`config.mk`:
```
export PLATFORM = sky130hd
export DESIGN_NAME = led_pattern_sequencer
export DESIGN_NICKNAME = d
export VERILOG_FILES = /design/src/rtl/led_pkg.sv /design/src/rtl/led_tick_gen.sv /design/src/rtl/led_pattern_sequencer.sv
export SDC_FILE = /design/constraint.sdc
export NUM_CORES = 1
export LEC_CHECK = 0
export ABC_AREA = 1
export CAP_MARGIN = 15
export CORE_MARGIN = 5
export CORE_UTILIZATION = 55
export DETAILED_ROUTE_END_ITERATION = 16
export PLACE_DENSITY = 0.75
export SLEW_MARGIN = 20
export SYNTH_ARGS = -nofsm -noshare
export SYNTH_HDL_FRONTEND = slang
export SYNTH_SLANG_ARGS = --single-unit
```
`constraint.sdc`:
```
create_clock -name clk_i -period 3.6 [get_ports clk_i]
set_clock_uncertainty 0.15 [all_clocks]
set_input_delay 0.72 -clock clk_i [delete_from_list [all_inputs] [get_ports clk_i]]
set_output_delay 0.72 -clock clk_i [all_outputs]
set_load 0.005 [all_outputs]
```
`src/rtl/led_pkg.sv`:
```
// rtl/led_pkg.sv - shared constants for the LED pattern sequencer
package led_pkg;

    localparam logic [0:0] ST_IDLE = 1'b0;
    localparam logic [0:0] ST_RUN  = 1'b1;

    // 0.5 s base tick at 125 MHz
    localparam int DEFAULT_TICK_DIV = 62500000;

    localparam int DEFAULT_N_LED = 4;
    localparam int DEFAULT_DUR_W = 8;

endpackage

```
`src/rtl/led_tick_gen.sv`:
```
// rtl/led_tick_gen.sv - base-tick prescaler with enable and sync clear
module led_tick_gen
    import led_pkg::*;
#(
    parameter int TICK_DIV = DEFAULT_TICK_DIV
) (
    input  logic clk_i,
    input  logic rst_ni,
    input  logic en_i,
    input  logic clr_i,
    output logic tick_o
);

    localparam int CW = (TICK_DIV > 1) ? $clog2(TICK_DIV) : 1;
    localparam logic [CW-1:0] CNT_MAX = CW'(TICK_DIV - 1);

    logic [CW-1:0] cnt_q, cnt_d;

    always_comb begin
        cnt_d = cnt_q;
        if (clr_i) begin
            cnt_d = '0;
        end else if (en_i) begin
            cnt_d = (cnt_q == CNT_MAX) ? '0 : cnt_q + CW'(1);
        end
    end

    always_ff @(posedge clk_i or negedge rst_ni) begin
        if (!rst_ni) begin
            cnt_q <= '0;
        end else begin
            cnt_q <= cnt_d;
        end
    end

    assign tick_o = en_i & ~clr_i & (cnt_q == CNT_MAX);

endmodule

```
`src/rtl/led_pattern_sequencer.sv`:
```
// rtl/led_pattern_sequencer.sv - steps LEDs through a programmable pattern/duration table
module led_pattern_sequencer
    import led_pkg::*;
#(
    parameter int N_LED    = DEFAULT_N_LED,
    parameter int N_STEP   = 8,
    parameter int DUR_W    = DEFAULT_DUR_W,
    parameter int TICK_DIV = DEFAULT_TICK_DIV
) (
    input  logic                        clk_i,
    input  logic                        rst_ni,
    input  logic                        cfg_valid_i,
    output logic                        cfg_ready_o,
    input  logic [$clog2(N_STEP)-1:0]   cfg_addr_i,
    input  logic [N_LED-1:0]            cfg_pattern_i,
    input  logic [DUR_W-1:0]            cfg_dur_i,
    input  logic                        cmd_start_i,
    input  logic                        cmd_stop_i,
    input  logic [$clog2(N_STEP):0]     len_i,
    output logic [N_LED-1:0]            led_o,
    output logic                        busy_o,
    output logic [$clog2(N_STEP)-1:0]   step_idx_o,
    output logic                        wrap_o
);

    localparam int AW = $clog2(N_STEP);
    localparam logic [AW:0] LEN_MAX = (AW+1)'(N_STEP);
    localparam logic [DUR_W-1:0] DUR_ONE = DUR_W'(1);

    logic [N_LED-1:0] tab_pat_q [N_STEP];
    logic [DUR_W-1:0] tab_dur_q [N_STEP];

    logic [0:0]       state_q, state_d;
    logic [AW:0]      len_q, len_d;
    logic [AW-1:0]    idx_q, idx_d, nidx;
    logic [N_LED-1:0] led_q, led_d;
    logic [DUR_W-1:0] dur_q, dur_d;
    logic             wrap_q, wrap_d;
    logic             run, tick, start_ok, last_step;

    assign run      = (state_q == ST_RUN);
    assign start_ok = cmd_start_i && (len_i != '0) && (len_i <= LEN_MAX);

    led_tick_gen #(.TICK_DIV(TICK_DIV)) u_tick (
        .clk_i  (clk_i),
        .rst_ni (rst_ni),
        .en_i   (run),
        .clr_i  (~run | cmd_stop_i),
        .tick_o (tick)
    );

    always_ff @(posedge clk_i or negedge rst_ni) begin
        if (!rst_ni) begin
            for (int i = 0; i < N_STEP; i++) begin
                tab_pat_q[i] <= '0;
                tab_dur_q[i] <= '0;
            end
        end else if (cfg_valid_i && !run) begin
            tab_pat_q[cfg_addr_i] <= cfg_pattern_i;
            tab_dur_q[cfg_addr_i] <= cfg_dur_i;
        end
    end

    assign last_step = ({1'b0, idx_q} == len_q - 1'b1);
    assign nidx      = last_step ? '0 : idx_q + 1'b1;

    // A duration of 0 is treated as 1 tick so every step is visible.
    always_comb begin
        state_d = state_q;
        len_d   = len_q;
        idx_d   = idx_q;
        led_d   = led_q;
        dur_d   = dur_q;
        wrap_d  = 1'b0;
        if (cmd_stop_i) begin
            state_d = ST_IDLE;
            idx_d   = '0;
            led_d   = '0;
            dur_d   = '0;
        end else if (!run) begin
            if (start_ok) begin
                state_d = ST_RUN;
                len_d   = len_i;
                idx_d   = '0;
                led_d   = tab_pat_q[0];
                dur_d   = (tab_dur_q[0] == '0) ? DUR_ONE : tab_dur_q[0];
            end
        end else if (tick) begin
            if (dur_q > DUR_ONE) begin
                dur_d = dur_q - DUR_ONE;
            end else begin
                idx_d  = nidx;
                led_d  = tab_pat_q[nidx];
                dur_d  = (tab_dur_q[nidx] == '0) ? DUR_ONE : tab_dur_q[nidx];
                wrap_d = last_step;
            end
        end
    end

    always_ff @(posedge clk_i or negedge rst_ni) begin
        if (!rst_ni) begin
            state_q <= ST_IDLE;
            len_q   <= '0;
            idx_q   <= '0;
            led_q   <= '0;
            dur_q   <= '0;
            wrap_q  <= 1'b0;
        end else begin
            state_q <= state_d;
            len_q   <= len_d;
            idx_q   <= idx_d;
            led_q   <= led_d;
            dur_q   <= dur_d;
            wrap_q  <= wrap_d;
        end
    end

    assign cfg_ready_o = ~run;
    assign busy_o      = run;
    assign led_o       = led_q;
    assign step_idx_o  = idx_q;
    assign wrap_o      = wrap_q;

endmodule
```
Word-level counts from Yosys, hierarchy flattened
Index checks and enable logic that the tools add are counted.
{ "word_totals": {"elab_cells": 97, "regBits": 143, "input_bits": 24} }
{ "op_classes": {"n_bitwise": 8, "magnitude_cmp": 5, "n_eq_ne": 4, "muxes": 40, "addsub": 4, "reduce_logical": 13} }
{ "op_table": {"columns": ["operator", "n"], "rows": [
  ["$mux W8", 10],
  ["$mux W26", 3],
  ["$bwmux W64", 1],
  ["$bwmux W32", 1],
  ["$mux W4", 8],
  ["$add A26 B1 Y26 const B", 1],
  ["$eq A26 B26 Y1 const B", 1],
  ["$bmux W8 S3", 1],
  ["$demux W8 S3", 1],
  ["$mux W3", 6],
  ["$logic_not A8 Y1", 2],
  ["$bmux W4 S3", 1],
  ["$demux W4 S3", 1],
  ["$ge A4 B4 Y1 const B", 2],
  ["$gt A8 B1 Y1 const B", 1],
  ["$not A3 Y4", 2],
  ["$sub A8 B1 Y8 const B", 1],
  ["$mux W1", 7],
  ["$reduce_and A3 Y1", 2],
  ["$eq A3 B4 Y1", 1],
  ["$le A4 B4 Y1 const B", 1],
  ["$logic_and A1 B1 Y1", 4],
  ["$lt A4 B1 Y1 const B", 1],
  ["$reduce_bool A4 Y1", 1],
  ["other kinds (11)", 14]
]} }

Depth between registers and ports, before layout
Gate-level depths: netlist (run 1).
{ "logic_depth": {"ltp_word": 13, "ltp_mapped": 20, "depth_no_buf": 20} }

Hierarchy
From an unflattened synthesis (run 1), not the netlist that was laid out.
{ "hier_totals": {"hier_cells": 986, "hier_area_um2": 7549.7} }
{ "by_module_without_submodules": {"columns": ["mod", "cells_per_inst", "area_each_um2", "instances", "seq_area_each_um2"], "rows": [
  ["led_pattern_sequencer", 734, 5775.5, 1, 2927.8],
  ["led_tick_gen", 252, 1774.2, 1, 650.6]
]} }

Worst setup path after synthesis (run 1)
OpenSTA, ideal clock, no wires.
{ "synth_path": {"path_type": "input port to flip-flop", "start": "input len_i[1]", "end": "register dur_q[6]", "path_stages": 9, "path_slack_ns": 1.391, "arrival_time_ns": 1.921, "t_required_ns": 3.313, "setup_ns": 0.137, "path_buffers": 0, "path_cell_list": "nor2_1 -> nand2_1 -> or2_2 -> nand3_1 -> nand2_1 -> nand2_4 -> clkinv_1 -> nand2_1 -> o221ai_1"} }
{ "synth_via": {"elab_chain_cells": 5} }
{ "synth_rtl": {"columns": ["element", "line", "source"], "rows": [
  ["start: declaration", "led_pattern_sequencer.sv:19", "input logic [$clog2(N_STEP):0] len_i,"],
  ["parallel branches: the longest is 2 deep, another holds $le A4 B4 Y1", null, null],
  ["$logic_and A1 B1 Y1 *", "led_pattern_sequencer.sv:42", "assign start_ok = cmd_start_i && (len_i != '0) && (len_i <= LEN_MAX);"],
  ["$reduce_bool A3 Y1 (no line) *", null, null],
  ["$reduce_and A2 Y1 (no line) *", null, null],
  ["end signal: assignment", "led_pattern_sequencer.sv:113", "dur_q <= dur_d;"],
  ["end: declaration", "led_pattern_sequencer.sv:37", "logic [DUR_W-1:0] dur_q, dur_d;"]
]} }
Mark *: on every way between the ends.
A chain may end at the register's enable or synchronous reset.

Worst setup path after layout (run 1)
{ "layout_path": {"start": "register len_q[0]", "end": "register dur_q[0]"} }
{ "layout_via": {"elab_chain_cells": 13} }
{ "layout_rtl": {"columns": ["element", "line", "source"], "rows": [
  ["start: declaration", "led_pattern_sequencer.sv:34", "logic [AW:0] len_q, len_d;"],
  ["start signal: assignment", "led_pattern_sequencer.sv:110", "len_q <= len_d;"],
  ["$sub A4 B1 Y4 *", "led_pattern_sequencer.sv:64", "assign last_step = ({1'b0, idx_q} == len_q - 1'b1);"],
  ["$eq A3 B4 Y1 *", "led_pattern_sequencer.sv:64", null],
  ["$mux W3 *", "led_pattern_sequencer.sv:65", "assign nidx = last_step ? '0 : idx_q + 1'b1;"],
  ["$not A3 Y4 (implied by the code) *", "led_pattern_sequencer.sv:94", "dur_d = (tab_dur_q[nidx] == '0) ? DUR_ONE : tab_dur_q[nidx];"],
  ["$bmux W8 S3 *", "led_pattern_sequencer.sv:94", null],
  ["$mux W8 (implied by the code) * (2 in series)", "led_pattern_sequencer.sv:94", null],
  ["$logic_not A8 Y1", "led_pattern_sequencer.sv:94", null],
  ["$mux W8 *", "led_pattern_sequencer.sv:94", null],
  ["$mux W8 *", "led_pattern_sequencer.sv:89", "if (dur_q > DUR_ONE) begin"],
  ["$mux W8 *", "led_pattern_sequencer.sv:88", "end else if (tick) begin"],
  ["$mux W8 *", "led_pattern_sequencer.sv:80", "end else if (!run) begin"],
  ["$mux W8 *", "led_pattern_sequencer.sv:75", "if (cmd_stop_i) begin"]
]} }
Mark *: on every way between the ends. The rest lies on a longest branch, timed or not. The select of a mux whose other input is x is not followed.

==> metrics.txt, run 1 <==
outcome complete, no violations; vias in the first global route 6053; final WL 17400 um; Unique masters post-synth 46; CTS tree yes; Min-Delay Path Class input port to async pin; EDFF count, synth 0; delay-heaviest family, CP simple AND/OR/NAND/NOR gates; synth cell count leaders nand2_1, dfrtp_1, o21ai_0; core area 12800 sq um; critical path type flip-flop to flip-flop; share of cells above drive strength 1 8.52%; Synth top area share 49.5%; Layout area overhead 14.4%; Startpoint Class flip-flop; die area 15500 sq um; DR WL/cell 15.5 um; Final Cycle Share 79.8%; Peak VDD IR 0.000360 V; Initial Utilization 56.5%; Crit path arrival time 3.08 ns; clk root buf clkbuf_16; Vias 6222; reg2reg setup slack 0.73 ns; P per Cell Area 591 nW/um^2; mapped cell area 7220 sq um; Crit-path slowest cell dfrtp_1; Critical R2R Capture dur_q[0]; DRC Markers 0; WP buf/inv 4; placed wire-length estimate 11700 um; drt pass-1 iters 5; Post-synth ARST share 100%; GR Overflow Total 0; Die Y 125 um; sequential area share after synthesis 49.5%; crit path capture dur_q[0]; Total GRT Usage 23.3%; largest area contributor in the netlist dfrtp_1; CP Data Required Time 3.80 ns; Detail Route Antenna Nets 0; Crit Path Max Fanout 33; P_leak 3.78 nW; FILL cells 1094; post-CTS setup buffers 0; Max-Cap Viols 0; post-cts sizing count 0; H-tree Lvls 4; slowest stage delay, CP 0.37 ns; Synth Instances 907; Hold Vio Cnt, Final 0; cell with the most instances after synthesis nand2_1; Tmin final 2.87 ns; diode count 0; Max Root-Sink Buffers 2; main area contributors after synthesis dfrtp_1, nand2_1, o21ai_0, nand3_1, inv_1; fin util 64.7%; #FFs+latches synth 143; Worst-path clk slew 0.06 ns; Final Max Tran Viols 0; Initial DRC Count 576; Fmax 348 MHz; worst setup margin 0.726 ns; final setup fails 0; Ports 34; clk_lat worst skew 0.43 ns; Vias/cell 5.54; cell row count 41; port buffer count 33; CP Depth 20; Tightest Pin Transition 0.787 ns; Num CTS Buffers 17; Worst Setup SP len_q[0]; Critical Path, Cell by Cell inv_1 -> ha_1 -> inv_1 -> nand2_1 -> nand3_1 -> nand3_2 -> inv_1 -> nand2_4 -> nand2_4 -> inv_2 -> nand3_1 -> nand2_1 -> nand2_1 -> nand2_1 -> nand2_1 -> nor2_1 -> nand2_1 -> nand2_1 -> nand2_1 -> a21oi_2; Most common cell on crit path nand2_1; Register-to-Register Path Depth 20; Max-slew headroom 47.4%; reg2reg start len_q[0]; Most used DFF post-synth dfrtp_1; hold_buf cts 0; Syn Nets 936; Syn. warnings 0; RSZ-0062 raised after global routing no; Total Nets Final 967; first-pass GRT wire length 29800 um; clock net sink count 143; largest net degree at the start of global routing 74; Avg Cell Area, Syn 7.96 sq um; antenna violations before repair 0; pre-CTS setup slack 0.682 ns; Die X 125 um; Fin Setup TNS 0 ns; placer congestion estimate 0.829; Critical Path Sink Type flip-flop
[stage by stage]
step / cell area (sq um) / total power [W] / hold WS [ns] / cells
after floorplan: 7220 / 0.00290 / 0.274 / 907
after global placement: 7700 / 0.00319 / 0.309 / 1091
after detailed placement: 7700 / 0.00321 / 0.315 / 1091
after CTS: 8270 / 0.00489 / 0.187 / 1123
after global routing: 8270 / 0.00517 / 0.209 / 1123
final: 8270 / 0.00488 / 0.166 / 1123
[routing by layer]
metal,track usage (%),part of all wire (%),vias to the layer above
met5,0,0,-
met4,7.35,1.3,0
met3,5.83,5.8,23
met2,36.6,47,187
met1,31.8,46,2953
li1,-,-,3059
[registers in the layout (all words and copies together), names as in the netlist]
register      count
busy_o            1
dur_q             8
led_o             4
len_q             4
step_idx_o        3
tab_dur_q        64
tab_pat_q        32
u_tick.cnt_q     26
wrap_o            1
[where the power goes]
part / leakage, nW / internal (W) / total (W) / switching [W]
logic: 1.68 / 0.000435 / 0.00112 / 0.000682
registers: 1.83 / 0.00191 / 0.00208 / 0.000175
clock network: 0.277 / 0.000989 / 0.00168 / 0.000692
total: 3.78 / 0.00333 / 0.00488 / 0.00155
[cells by family (layout without fill, tap and decap cells)]
family,after synthesis,count (layout),synth area share [%]
compound gates,179,179,14.2
xor+xnor,8,8,0.970
fa+ha+maj,5,5,0.866
buf+inv,139,183,8.02
flops,143,143,49.5
simple gates,433,433,26.4
[how the worst min path moves through the flow]
stage | start | to | slack (ns) | cells past startpoint
2_1_floorplan | rst_ni | busy_o | 0.27 | 0
3_3_place_gp | tab_dur_q[46] | tab_dur_q[46] | 0.31 | 2
3_5_place_dp | tab_dur_q[44] | tab_dur_q[44] | 0.32 | 2
4_1_cts | rst_ni | tab_dur_q[21] | 0.19 | 1
5_1_grt | rst_ni | tab_dur_q[20] | 0.21 | 1
6_report | rst_ni | tab_dur_q[27] | 0.17 | 1
[cell usage in the layout (no fill, tap or decap), types with 2 or more instances in the layout]
cell             count
nand3_1             80
xor2_1               5
a21oi_1             32
o22ai_1              5
nand2_1            222
clkinv_2             4
o221ai_1             2
a22oi_1              2
nor2_1              68
clkbuf_8             2
clkinvlp_4           2
o211ai_1             7
dfrtp_1            143
xnor2_1              3
o2111ai_1           13
inv_1              100
o21ai_0            102
clkinv_1             2
nor4_1               7
nand3_2              2
clkdlybuf4s50_1     32
nor3_2               2
nand2_2              2
nand2_4              3
clkinv_4             2
buf_4               12
inv_2                3
nand3b_1             2
or2_2               15
inv_6                3
a31oi_1              4
nor2_2               4
clkbuf_16           17
o21ai_1              3
ha_1                 5
nor3_1              16
nor3b_1              2
nand4_1              5
[area by class of cell]
type / count / area (sq um) / area share (%)
Multi-Input combinational cell: 625 / 3070 / 37.1
Sequential cell: 143 / 3580 / 43.3
Tap cell: 172 / 215 / 2.60
Timing Repair Buffer: 46 / 442 / 5.34
Clock inverter: 12 / 109 / 1.32
Clock buffer: 20 / 457 / 5.53
Inverter: 105 / 394 / 4.77
(Power assumes the default switching activity.)
==> inputs of run 2 (changes only) <==
==> constraint.sdc (replaced) <==
create_clock -name clk_i -period 2.69 [get_ports clk_i]
set_clock_uncertainty 0.15 [all_clocks]
set_input_delay 0.538 -clock clk_i [delete_from_list [all_inputs] [get_ports clk_i]]
set_output_delay 0.538 -clock clk_i [all_outputs]
set_load 0.005 [all_outputs]
==> metrics.txt, run 2 (synthesis results as in run 1) <==
outcome complete, no violations; DRC Markers 0; diode count 0; Comb pwr share 24.5%; Vias/cell 5.54; DR WL/cell 15.7 um; Vias 6335; Peak VDD IR 0.000473 V; clk root buf clkbuf_16; clk_lat worst skew 0.42 ns; switch share 31.6%; drt pass-1 iters 6; Detail Route Antenna Nets 0; H-tree Lvls 4; FILL cells 1066; Top reg by flops tab_dur_q; CTS tree yes; Seq pwr share 41.8%; Top Registers tab_dur_q: 64 flops, tab_pat_q: 32 flops, u_tick.cnt_q: 26 flops; final non-filler cell total 1144; share of cells above drive strength 1 11.2%; Fmax 403 MHz; Tot Pwr 0.00671 W; core area 12800 sq um; Initial DRC Count 627; Final Cycle Share 92.1%; Max-Cap Viols 0; Critical Path Sink Type flip-flop; WP buf/inv 4; Die X 125 um; Layout area overhead 18.2%; die area 15500 sq um; first-pass GRT wire length 29900 um; cell row count 41; largest net degree at the start of global routing 57; Die Y 125 um; Critical Path, Cell by Cell inv_2 -> ha_2 -> nand2_1 -> inv_1 -> nor2_2 -> nand3_2 -> inv_2 -> nand2_8 -> buf_12 -> o2111ai_1 -> nand3_1 -> nand2_1 -> nand2_1 -> nor2_1 -> nand2_1 -> nand2_1 -> nand2_1 -> a21oi_2; clock net sink count 143; CP Data Required Time 2.89 ns; clock share of power 33.7%; antenna violations before repair 0; Tightest Pin Transition 0.536 ns; placer congestion estimate 0.885; Max Root-Sink Buffers 2; Internal 0.00459 W; worst setup margin 0.212 ns; Crit Path Max Fanout 15; Num CTS Buffers 17; leading cell type in the layout, fill and taps excluded nand2_1; Worst-path clk slew 0.06 ns; Final Max Tran Viols 0; Ports 34; Total Nets Final 988; final setup fails 0; Hold Vio Cnt, Final 0; NetSw 0.00212 W; slowest stage delay, CP 0.39 ns; Total GRT Usage 23.6%; Crit path arrival time 2.68 ns; Tmin final 2.48 ns; most frequent cells in the layout nand2_1, dfrtp_1, o21ai_0, inv_1, nand3_1; Placed Instances 1103; vias in the first global route 6131; max reg flops 64; Startpoint Class flip-flop; RSZ-0062 raised after global routing yes; Initial Utilization 56.5%; port buffer count 33; pre-CTS setup slack 0.151 ns; final WL 18000 um; Crit-path slowest cell dfrtp_1; placed wire-length estimate 12300 um; P per Cell Area 786 nW/um^2; delay-heaviest family, CP simple AND/OR/NAND/NOR gates; Most common cell on crit path nand2_1; GR Overflow Total 0; P_leak 3.90 nW; Min-Delay Path Class flip-flop to flip-flop; critical path type flip-flop to flip-flop; Max-slew headroom 64.3%
## run 2: cell types whose count changed in the layout (fill, tap and decap cells not counted), sizes merged
cell,previous run,this run
dlygate4sd3,0,1
inv,106,105
buf,14,33
clkbuf,20,21
clkinv,8,9
## run 2: worst paths after layout
path	cells past startpoint	startpoint	end	slack, ns
worst max-delay path	18	len_q[0]	dur_q[0]	0.21
worst min-delay path	2	tab_dur_q[12]	tab_dur_q[12]	0.33
worst max register to register	18	len_q[0]	dur_q[0]	0.21
worst min register to register	2	tab_dur_q[12]	tab_dur_q[12]	0.33
max in group asynchronous	3	rst_ni	tab_pat_q[10]	1.26
min in group asynchronous	2	rst_ni	tab_dur_q[9]	0.50
## run 2: power by group through the flow
| stage | Sequential [W] | Combinational (W) | Clock (W) |
|---|---|---|---|
| 3_3_place_gp | 0.00282 | 0.00148 | 0 |
| 6_report | 0.00280 | 0.00164 | 0.00226 |
| 3_5_place_dp | 0.00283 | 0.00150 | 0 |
| 5_1_grt | 0.00285 | 0.00187 | 0.00241 |
| 4_1_cts | 0.00279 | 0.00152 | 0.00230 |
| 2_1_floorplan | 0.00276 | 0.00112 | 0 |
## run 2: area by class of cell
cell class	instances	area, sq um	area share (%)
sequential	143	3580	41.9
multi-input combinational	625	3110	36.4
clock inverter	12	109	1.28
timing repair buffer	67	659	7.73
clock buffer	20	467	5.47
inverter	105	397	4.65
tap	172	215	2.52
## run 2: per-layer routing
layer  track usage, %  part of all wire (%)  vias to the layer above
met4             8.12                   1.4                        0
met2             36.9                    48                      200
met5                0                     0                        -
met1             32.2                    45                     3006
li1                 -                     -                     3101
met3             5.79                   6.0                       28
## run 2: what timing repair did
action,in CTS,in global routing
endpoints found under the hold margin,54,0
hold buffers,1,0
setup buffers,0,7
resized for setup,0,18
endpoints found under the setup margin,0,6
## run 2: worst min-delay path: stages (launching register included)
cell and delay (ns):
dfrtp_1 0.34, nand2_1 0.05, o21ai_0 0.06
## run 2: metrics by stage
| stage | util [%] | hold WS [ns] | area [sq um] | TNS [ns] |
|---|---|---|---|---|
| 5_1_grt | 66.8 | 0.355 | 8530 | -0.0283 |
| 6_report | 66.8 | 0.331 | 8530 | 0 |
| 4_1_cts | 65.7 | 0.329 | 8390 | 0 |
| 2_1_floorplan | - | 0.0924 | 7220 | 0 |
| 3_3_place_gp | 61.1 | 0.309 | 7800 | 0 |
| 3_5_place_dp | 61.1 | 0.314 | 7800 | 0 |
